==> src/rtl/ccff_loader_pkg.sv <==
// ccff_loader_pkg: shared state encoding, CRC constants and counter sizing for the CCFF chain loader (VERIFY exists only with CCFF_READBACK_EN)
package ccff_loader_pkg;

    typedef enum logic [1:0] {
        S_IDLE,
        S_LOAD,
`ifdef CCFF_READBACK_EN
        S_VERIFY,
`endif
        S_DONE
    } state_t;

    localparam logic [15:0] CRC16_POLY = 16'h1021;
    localparam logic [15:0] CRC16_INIT = 16'hFFFF;

    function automatic int cnt_w(input int n);
        return $clog2(n + 1);
    endfunction

endpackage

==> src/rtl/ccff_crc16.sv <==
// ccff_crc16: serial CRC-16-CCITT, one bit per cycle; crc_nxt lets the owner compare against the value including this cycle's bit
module ccff_crc16
    import ccff_loader_pkg::*;
(
    input  logic        CK,
    input  logic        RST,
    input  logic        clr,
    input  logic        en,
    input  logic        din,
    output logic [15:0] crc,
    output logic [15:0] crc_nxt
);

    always_comb crc_nxt = {crc[14:0], 1'b0} ^ ((crc[15] ^ din) ? CRC16_POLY : 16'h0000);

    always_ff @(posedge CK) begin
        if (RST || clr)
            crc <= CRC16_INIT;
        else if (en)
            crc <= crc_nxt;
    end

endmodule

==> src/rtl/ccff_chain_loader.sv <==
// ccff_chain_loader: serialises a byte stream onto the CCFF chain, MSB first, one bit per cycle.
// Define CCFF_READBACK_EN to add a CRC-checked rotate-verify pass after the load.
module ccff_chain_loader
    import ccff_loader_pkg::*;
#(
    parameter int CHAIN_LEN = 1024,
    parameter int BYTE_W    = 8
) (
    input  logic              CK,
    input  logic              RST,
    input  logic              start,
    input  logic              abort,
    input  logic [BYTE_W-1:0] byte_data,
    input  logic              byte_valid,
    output logic              byte_ready,
    output logic              ccff_head,
    input  logic              ccff_tail,
    output logic              prog_en,
    output logic              busy,
    output logic              done,
    output logic              err
);

    localparam int CW = cnt_w(CHAIN_LEN);
    localparam int HW = cnt_w(BYTE_W);
    localparam logic [CW-1:0] LEN    = CW'(CHAIN_LEN);
    localparam logic [CW-1:0] LEN_M1 = CW'(CHAIN_LEN - 1);
    localparam logic [HW-1:0] REST   = HW'(BYTE_W - 1);

    state_t            state;
    logic [CW-1:0]     cnt;
    logic [HW-1:0]     hcnt;
    logic [BYTE_W-1:0] hold;
    logic              head_q;
    logic              err_q;

    // hcnt counts bits still waiting behind the one currently on ccff_head
    assign byte_ready = (state == S_LOAD) && (hcnt == '0) && (cnt != LEN);
    assign done       = (state == S_DONE);
    assign err        = err_q;

`ifdef CCFF_READBACK_EN
    logic        go;
    logic [15:0] crc_load;
    logic [15:0] crc_rot_nxt;
    logic [15:0] unused_load_nxt;
    logic [15:0] unused_rot;

    assign go        = start && !abort && (state == S_IDLE || state == S_DONE);
    assign busy      = (state == S_LOAD) || (state == S_VERIFY);
    assign ccff_head = (state == S_VERIFY) ? ccff_tail : head_q;

    ccff_crc16 u_crc_load (
        .CK      (CK),
        .RST     (RST),
        .clr     (go),
        .en      ((state == S_LOAD) && prog_en),
        .din     (head_q),
        .crc     (crc_load),
        .crc_nxt (unused_load_nxt)
    );

    ccff_crc16 u_crc_rot (
        .CK      (CK),
        .RST     (RST),
        .clr     (go),
        .en      (state == S_VERIFY),
        .din     (ccff_tail),
        .crc     (unused_rot),
        .crc_nxt (crc_rot_nxt)
    );
`else
    logic unused_tail;

    assign unused_tail = ccff_tail;
    assign busy        = (state == S_LOAD);
    assign ccff_head   = head_q;
`endif

    always_ff @(posedge CK) begin
        if (RST) begin
            state   <= S_IDLE;
            cnt     <= '0;
            hcnt    <= '0;
            hold    <= '0;
            head_q  <= 1'b0;
            prog_en <= 1'b0;
            err_q   <= 1'b0;
        end else if (abort) begin
            state   <= S_IDLE;
            prog_en <= 1'b0;
        end else begin
            case (state)
                S_LOAD: begin
                    if (cnt == LEN) begin
`ifdef CCFF_READBACK_EN
                        state   <= S_VERIFY;
                        prog_en <= 1'b1;
                        cnt     <= '0;
`else
                        state   <= S_DONE;
                        prog_en <= 1'b0;
`endif
                    end else if (hcnt != '0) begin
                        head_q  <= hold[BYTE_W-1];
                        hold    <= hold << 1;
                        hcnt    <= hcnt - 1'b1;
                        prog_en <= 1'b1;
                        cnt     <= cnt + 1'b1;
                    end else if (byte_valid) begin
                        head_q  <= byte_data[BYTE_W-1];
                        hold    <= byte_data << 1;
                        hcnt    <= REST;
                        prog_en <= 1'b1;
                        cnt     <= cnt + 1'b1;
                    end else begin
                        prog_en <= 1'b0;
                    end
                end
`ifdef CCFF_READBACK_EN
                S_VERIFY: begin
                    if (cnt == LEN_M1) begin
                        state   <= S_DONE;
                        prog_en <= 1'b0;
                        err_q   <= (crc_load != crc_rot_nxt);
                    end else begin
                        cnt <= cnt + 1'b1;
                    end
                end
`endif
                default: begin
                    if (start) begin
                        state   <= S_LOAD;
                        cnt     <= '0;
                        hcnt    <= '0;
                        hold    <= '0;
                        prog_en <= 1'b0;
                        err_q   <= 1'b0;
                    end
                end
            endcase
        end
    end

endmodule

==> config.mk <==
export PLATFORM = sky130hd
export DESIGN_NAME = ccff_chain_loader
export DESIGN_NICKNAME = d
export VERILOG_FILES = /design/src/rtl/ccff_loader_pkg.sv /design/src/rtl/ccff_crc16.sv /design/src/rtl/ccff_chain_loader.sv
export SDC_FILE = /design/constraint.sdc
export NUM_CORES = 1
export LEC_CHECK = 0
export CAP_MARGIN = 20
export CELL_PAD_IN_SITES_DETAIL_PLACEMENT = 0
export CELL_PAD_IN_SITES_GLOBAL_PLACEMENT = 1
export CORE_ASPECT_RATIO = 0.75
export CORE_MARGIN = 2
export CORE_UTILIZATION = 44
export DETAILED_ROUTE_END_ITERATION = 7
export GPL_ROUTABILITY_DRIVEN = 1
export PLACE_DENSITY_LB_ADDON = 0.1
export SYNTH_ARGS = -nofsm -noshare
export SYNTH_HDL_FRONTEND = slang
export SYNTH_SLANG_ARGS = --single-unit
==> constraint.sdc <==
create_clock -name CK -period 6.2 [get_ports CK]
set_clock_uncertainty 0.15 [all_clocks]
set_input_delay 1.86 -clock CK [delete_from_list [all_inputs] [get_ports CK]]
set_output_delay 1.86 -clock CK [all_outputs]
set_load 0.01 [all_outputs]
==> results of run 1 <==
per-layer routing:
metal	global-route usage, %	up-vias	routed length, µm
met5	0	-	0
met1	27.2	556	1610
li1	-	593	-
met2	26.0	26	1260
met3	5.16	4	131
met4	5.88	0	26
Yosys cell counts, drive strengths merged (2+ instances only):
master,n
mux2i,10
o21ai,3
a41oi,8
nand2,9
a31oi,9
nor2,5
buf,4
ha,3
a21oi,3
o22ai,3
nor3,2
o31ai,2
inv,10
or4b,2
nor4,4
nor2b,3
or2,2
nand2b,6
nand3,5
or3,5
clkbuf,5
dfxtp,26
a21boi,2
o2bb2ai,6
kinds of logic after synthesis:
| family | count (synthesis) | synth area share, % |
|---|---|---|
| adders and majority gates | 3 | 2.69 |
| AOI/OAI and AO/OA | 42 | 24.8 |
| buffers and inverters | 19 | 6.46 |
| muxes | 10 | 7.18 |
| and+or+nand+nor | 50 | 21.3 |
| DFF | 26 | 37.3 |
| other | 1 | 0.269 |
path summary, 6_finish.rpt:
kind,from,slack (ns),depth (start not counted),end
setup / recovery,cnt[0],1.67,6,byte_ready
hold / removal,hold[1],0.32,2,hold[1]
setup reg to reg,hcnt[0],3.73,6,hcnt[0]
hold reg to reg,hold[1],0.32,2,hold[1]
final cells by class:
type                            count  area (µm²)
Timing Repair Buffer               18         178
Inverter                           10        37.5
Clock buffer                        4        55.1
Tap cell                           38        47.5
Multi-Input combinational cell    106         783
Sequential cell                    26         520
Fill cell                         286        1360
flip-flops by register name (all words and copies together), names as in the netlist:
signal / count
ccff_head: 1
cnt: 11
hcnt: 4
hold: 7
prog_en: 1
state: 2
power by group through the flow:
stage	logic [mW]	registers, mW	clock network [mW]
after global placement	0.0841	0.183	0
after detailed placement	0.0856	0.183	0
after global routing	0.0939	0.180	0.122
after CTS	0.0861	0.179	0.116
final	0.0854	0.179	0.110
after floorplan	0.0618	0.182	0
layout by cell type (no fill, tap or decap), types with 2 or more instances in the layout:
cell type and count:
o31ai_2 2, clkdlybuf4s50_1 17, nand2b_1 6, nor4_1 4, nor2b_1 3, o22ai_1 3
nand2_1 9, o21ai_0 3, o2bb2ai_1 6, inv_1 10, clkbuf_8 4, nor2_1 5
a41oi_1 8, a31oi_1 9, dfxtp_1 26, or2_2 2, mux2i_1 10, nand3_1 5
or3_1 5, ha_1 3, a21oi_1 3
critical path: cells and delay by family (launching register included):
kind / cells / cell delay [ns]
AO/OA/AOI/OAI: 1 / 0.44
AND/OR/NAND/NOR: 2 / 0.71
flip-flops: 1 / 0.34
adder cells (fa/ha/maj): 1 / 0.19
buffers and inverters: 2 / 0.57
==> metrics.yaml, run 1 <==
outcome:
  status: "finished clean"
die:
  core-area_um2: 2980
  ios: 20
  start_util_pct: 46.8
  fp.dieW_um: 69.0
  chipHeight_um: 52.7
  row_count: 17
  die_area_um2: 3640
routing:
  drtPass1Iterations: 4
  detail-route-antenna-nets: 0
  via_per_inst: 5.84
  first_iter_violations: 116
  remaining_drc_errors: 0
  vias: 1179
  routed_wirelength_mm: 3.03
  wire_per_inst_um: 15.0
worst_setup_path:
  criticalPathCategory: "reg -> out"
  worstSetupStartpointType: "flop"
  cp_slowest_cell: "or4b_4"
  critPathArrivalTime_ns: 2.52
  worstPathRequired_ns: 4.19
  slowest_delay_ns: 0.48
  cp-end-kind: "primary output"
  crit_fanout: 11
  crit_chain: "inv_1 -> ha_1 -> or4b_4 -> o31a_1 -> and2_1 -> clkdlybuf4s50_1"
timing:
  timing.final.hold_violations: 0
  fin_crit_ns: 4.53
  max_freq_ghz: 0.221
  fin_setup_tns_ns: 0
  fin_hold_ws_ns: 0.316
  worstMarginPinSlew_ns: 1.06
  rsz0062_at_grt: "no"
  setup_violations: 0
  slew_headroom_pct: 28.5
  fin_crit_sh_pct: 73.1
  fin_ws_ns: 1.67
  drv_slew: 0
grt:
  antenna_found_initial: 0
  grt_pass1_vias: 1015
  grt_max_degree: 15
  grt_usage_pct: 18.6
  overflow: 0
  grt_pass1_wl_mm: 4.93
synthesis:
  yosys_warnings: 0
  synth_top_area_cell: "dfxtp_1"
  yosysTopAreaCellShare_pct: 37.3
  synth-seq-cells: 26
  synth_edf_count: 0
  synth.distinct_cells: 43
  syn_nets: 168
  syn_inst: 151
  ys_top_cells_by_area: "dfxtp_1 37%, mux2i_1 7.2%, a41oi_1 5.0%"
  avgSynthCellArea_um2: 9.23
  synth_area_um2: 1390
  synth_flop_cell: "dfxtp_1"
  seq_area_frac_synth_pct: 37.3
  ys_async_sr_fraction_pct: 0
power:
  intPower_mw: 0.269
  clock_power_share_pct: 29.4
  power.share.sequential_pct: 47.8
  switching_share_pct: 28.2
  ir_drop_v: 0.000145
  combPwrFrac_pct: 22.8
  power.total_mw: 0.375
  power.density_nw_per_um2: 231
  p_sw_mw: 0.106
  leakage_nw: 0.582
clock_network:
  clock_sinks: 26
  cts.path.max_buffers: 2
  worst_skew_pair.late_latency_ns: 0.28
  h-tree-depth: 1
  ctsRootBufferMaster: "clkbuf_8"
  cts_made_buffers: 3
  path_clk_slew_ns: 0.08
  cts_tree: "yes"
  cts.repair.resized: 0
  hold_buffers: 0
  post_cts_buffers: 0
finish:
  syn2layout_area_growth_pct: 16.3
  drive_above_1_share_pct: 7.93
  post-route-util_pct: 54.5
  diodes: 0
  fin_cells: 202
  fin_nets: 182
  stdcell_area_um2: 1620
placed_design:
  routabilityCongestion: 0.797
  placed_cells: 198
  dpl_cell_area_um2: 1570
  post-place-ws_ns: 1.99
  dp_hpwl_mm: 2.19
  port_buffers: 17
job:
  drv_cap: 0
worst_hold_path:
  worstHoldPathType: "reg -> reg"
Power figures use the tool's default switching activity.
==> run 2, diff against run 1 <==
Settings changed: CORE_UTILIZATION 44 to 40.
Clock period 6.2 ns to 4.3 ns, I/O delays scaled along.
==> run 2 against run 1 <==
  * First-iteration DRC count fell by 23%
  * Count of clock-buffer cells in the layout did not move
  * Clock power rose by 42%
  * Core utilization fell by 4.9 points
  * Sequential power rose by 45%
==> metrics.yaml, run 2 (same netlist as run 1, synthesis figures left out) <==
outcome:
  status: "finished clean"  # unchanged
worst_setup_path:
  worstReg2RegEnd: "cnt[7]"  # was hcnt[0]
  worstSetupStartpointType: "flop"  # unchanged
  crit_fanout: 11  # unchanged
  critPathArrivalTime_ns: 2.49  # was 2.52 ns
  worst-r2r-setup-slack_ns: 1.91  # was 3.73 ns
  cp-end-kind: "primary output"  # unchanged
  worstPathRequired_ns: 2.86  # was 4.19 ns
  criticalPathCategory: "reg -> out"  # unchanged
  ff2ff_path_depth: 5  # was 6
  r2r_start: "state[1]"  # was hcnt[0]
job:
  drv_cap: 0  # unchanged
routing:
  first_iter_violations: 89  # was 116
  detail-route-antenna-nets: 0  # unchanged
  via_per_inst: 5.67  # was 5.84
  drtPass1Iterations: 4  # unchanged
  remaining_drc_errors: 0  # unchanged
  routed_wirelength_mm: 3.08  # was 3.03 mm
  wire_per_inst_um: 15.0  # about the same
  vias: 1167  # was 1179
power:
  switching_share_pct: 27.9  # was 28.2%
  power.total_mw: 0.543  # was 0.375 mW
  intPower_mw: 0.391  # was 0.269 mW
  p_sw_mw: 0.152  # was 0.106 mW
  ir_drop_v: 0.000239  # was 0.000145 V
  power.share.sequential_pct: 47.7  # was 47.8%
  clock_power_share_pct: 28.8  # was 29.4%
  leakage_nw: 0.594  # was 0.582 nW
  power.density_nw_per_um2: 331  # was 231 nW/µm²
  combPwrFrac_pct: 23.5  # was 22.8%
grt:
  gr-usage-met2_pct: 23.2  # was 26.0%
  use_met1_pct: 24.8  # was 27.2%
  grt_pass1_vias: 987  # was 1015
  overflow: 0  # unchanged
  grt_busiest_layer: "met1"  # unchanged
  grt_pass1_wl_mm: 4.93  # unchanged
  grt_max_degree: 15  # unchanged
  antenna_found_initial: 0  # unchanged
  grt_usage_pct: 16.6  # was 18.6%
  grt_util_met3_pct: 5.25  # was 5.16%
finish:
  syn2layout_area_growth_pct: 17.8  # was 16.3%
  num-fill-cells: 324  # was 286
  mostFrequentLayoutCell: "dfxtp_1"  # unchanged
  top_regs: "cnt x11, hold x7, hcnt x4"  # unchanged
  layout.area.seq_um2: 520  # unchanged
  largest_register_ffs: 11  # unchanged
  diodes: 0  # unchanged
  multi_input_area_um2: 788  # was 783 µm²
  top_register: "cnt"  # unchanged
  post-route-util_pct: 49.6  # was 54.5%
  final_cell_mix: "26 x dfxtp_1, 17 x clkdlybuf4s50_1, 10 x inv_1, 10 x mux2i_1"  # unchanged
  drive_above_1_share_pct: 9.64  # was 7.93%
  fin_nets: 184  # was 182
die:
  core-area_um2: 3310  # was 2980 µm²
  fp.dieW_um: 72.2  # was 69.0 µm
  start_util_pct: 42.1  # was 46.8%
  row_count: 18  # was 17
  die_area_um2: 3980  # was 3640 µm²
  chipHeight_um: 55.1  # was 52.7 µm
  ios: 20  # unchanged
clock_network:
  clock_sinks: 26  # unchanged
  cts.repair.resized: 0  # unchanged
  cts_made_buffers: 3  # unchanged
  ctsRootBufferMaster: "clkbuf_8"  # unchanged
  path_clk_slew_ns: 0.08  # about the same
  worst_skew_pair.late_latency_ns: 0.27  # was 0.28 ns
  cts.path.max_buffers: 2  # unchanged
  post_cts_buffers: 0  # unchanged
  cts_tree: "yes"  # unchanged
  h-tree-depth: 1  # unchanged
  hold_buffers: 0  # unchanged
timing:
  timing.final.hold_violations: 0  # unchanged
  fin_crit_ns: 3.93
  rsz0062_at_grt: "no"  # unchanged
  slew_headroom_pct: 29.9  # was 28.5%
  fin_setup_tns_ns: 0  # unchanged
  setup_violations: 0  # unchanged
  fin_crit_sh_pct: 91.5
  fin_ws_ns: 0.366  # was 1.67 ns
  max_freq_ghz: 0.254
  fin_hold_ws_ns: 0.321  # was 0.316 ns
  drv_slew: 0  # unchanged
  worstMarginPinSlew_ns: 1.04  # was 1.06 ns
worst_hold_path:
  worstHoldStart: "hold[1]"  # unchanged
  whs_path_depth: 2  # unchanged
  worstHoldPathType: "reg -> reg"  # unchanged
  hold_end: "hold[1]"  # unchanged
placed_design:
  port_buffers: 17  # unchanged
  post-place-ws_ns: 0.673  # was 1.99 ns
  dp_hpwl_mm: 2.31  # was 2.19 mm
  routabilityCongestion: 0.799  # was 0.797
-- run 2: changes by cell type in the layout (fill, tap and decap cells not counted), sizes merged --
cell	delta
buf	+1
clkbuf	+1
-- run 2: critical path, stage by stage, from the launching register on --
cell and delay [ns]:
dfxtp_1 0.34, inv_1 0.09, ha_1 0.18, or4b_4 0.48, o31a_1 0.45, and2_1 0.22, clkdlybuf4s50_1 0.48
-- run 2: layout make-up --
cell class	count	area share (%)
Inverter	10	2.29
Timing Repair Buffer	20	11.6
Sequential cell	26	31.7
Clock buffer	4	3.35
Multi-Input combinational cell	106	48.0
Tap cell	40	3.05
-- run 2: worst max path at each step --
stage,startpoint,to,slack [ns],cells past startpoint
after global placement,cnt[0],byte_ready,0.67,6
after floorplan,cnt[0],byte_ready,1.20,6
after detailed placement,cnt[0],byte_ready,0.67,6
after global routing,cnt[0],byte_ready,0.26,6
after CTS,cnt[0],byte_ready,0.36,6
final,cnt[0],byte_ready,0.37,6
-- run 2: metal layers --
| metal | part of all wire, % | vias to the layer above |
|---|---|---|
| met3 | 5.7 | 2 |
| li1 | - | 606 |
| met4 | 0.39 | 0 |
| met1 | 54 | 536 |
| met2 | 40 | 23 |
| met5 | 0 | - |
-- run 2: through the flow --
stage               cell area, µm²  cells
CTS                           1640    205
finish                        1640    206
floorplan                     1390    151
global route                  1640    206
detailed placement            1580    201
global placement              1580    201
-- run 2: power groups by stage --
| stage | Sequential (mW) | Clock, mW | Combinational, mW |
|---|---|---|---|
| after detailed placement | 0.264 | 0 | 0.126 |
| after global placement | 0.264 | 0 | 0.124 |
| after CTS | 0.259 | 0.165 | 0.126 |
| after floorplan | 0.262 | 0 | 0.0891 |
| after global routing | 0.260 | 0.173 | 0.139 |
| final | 0.259 | 0.156 | 0.128 |
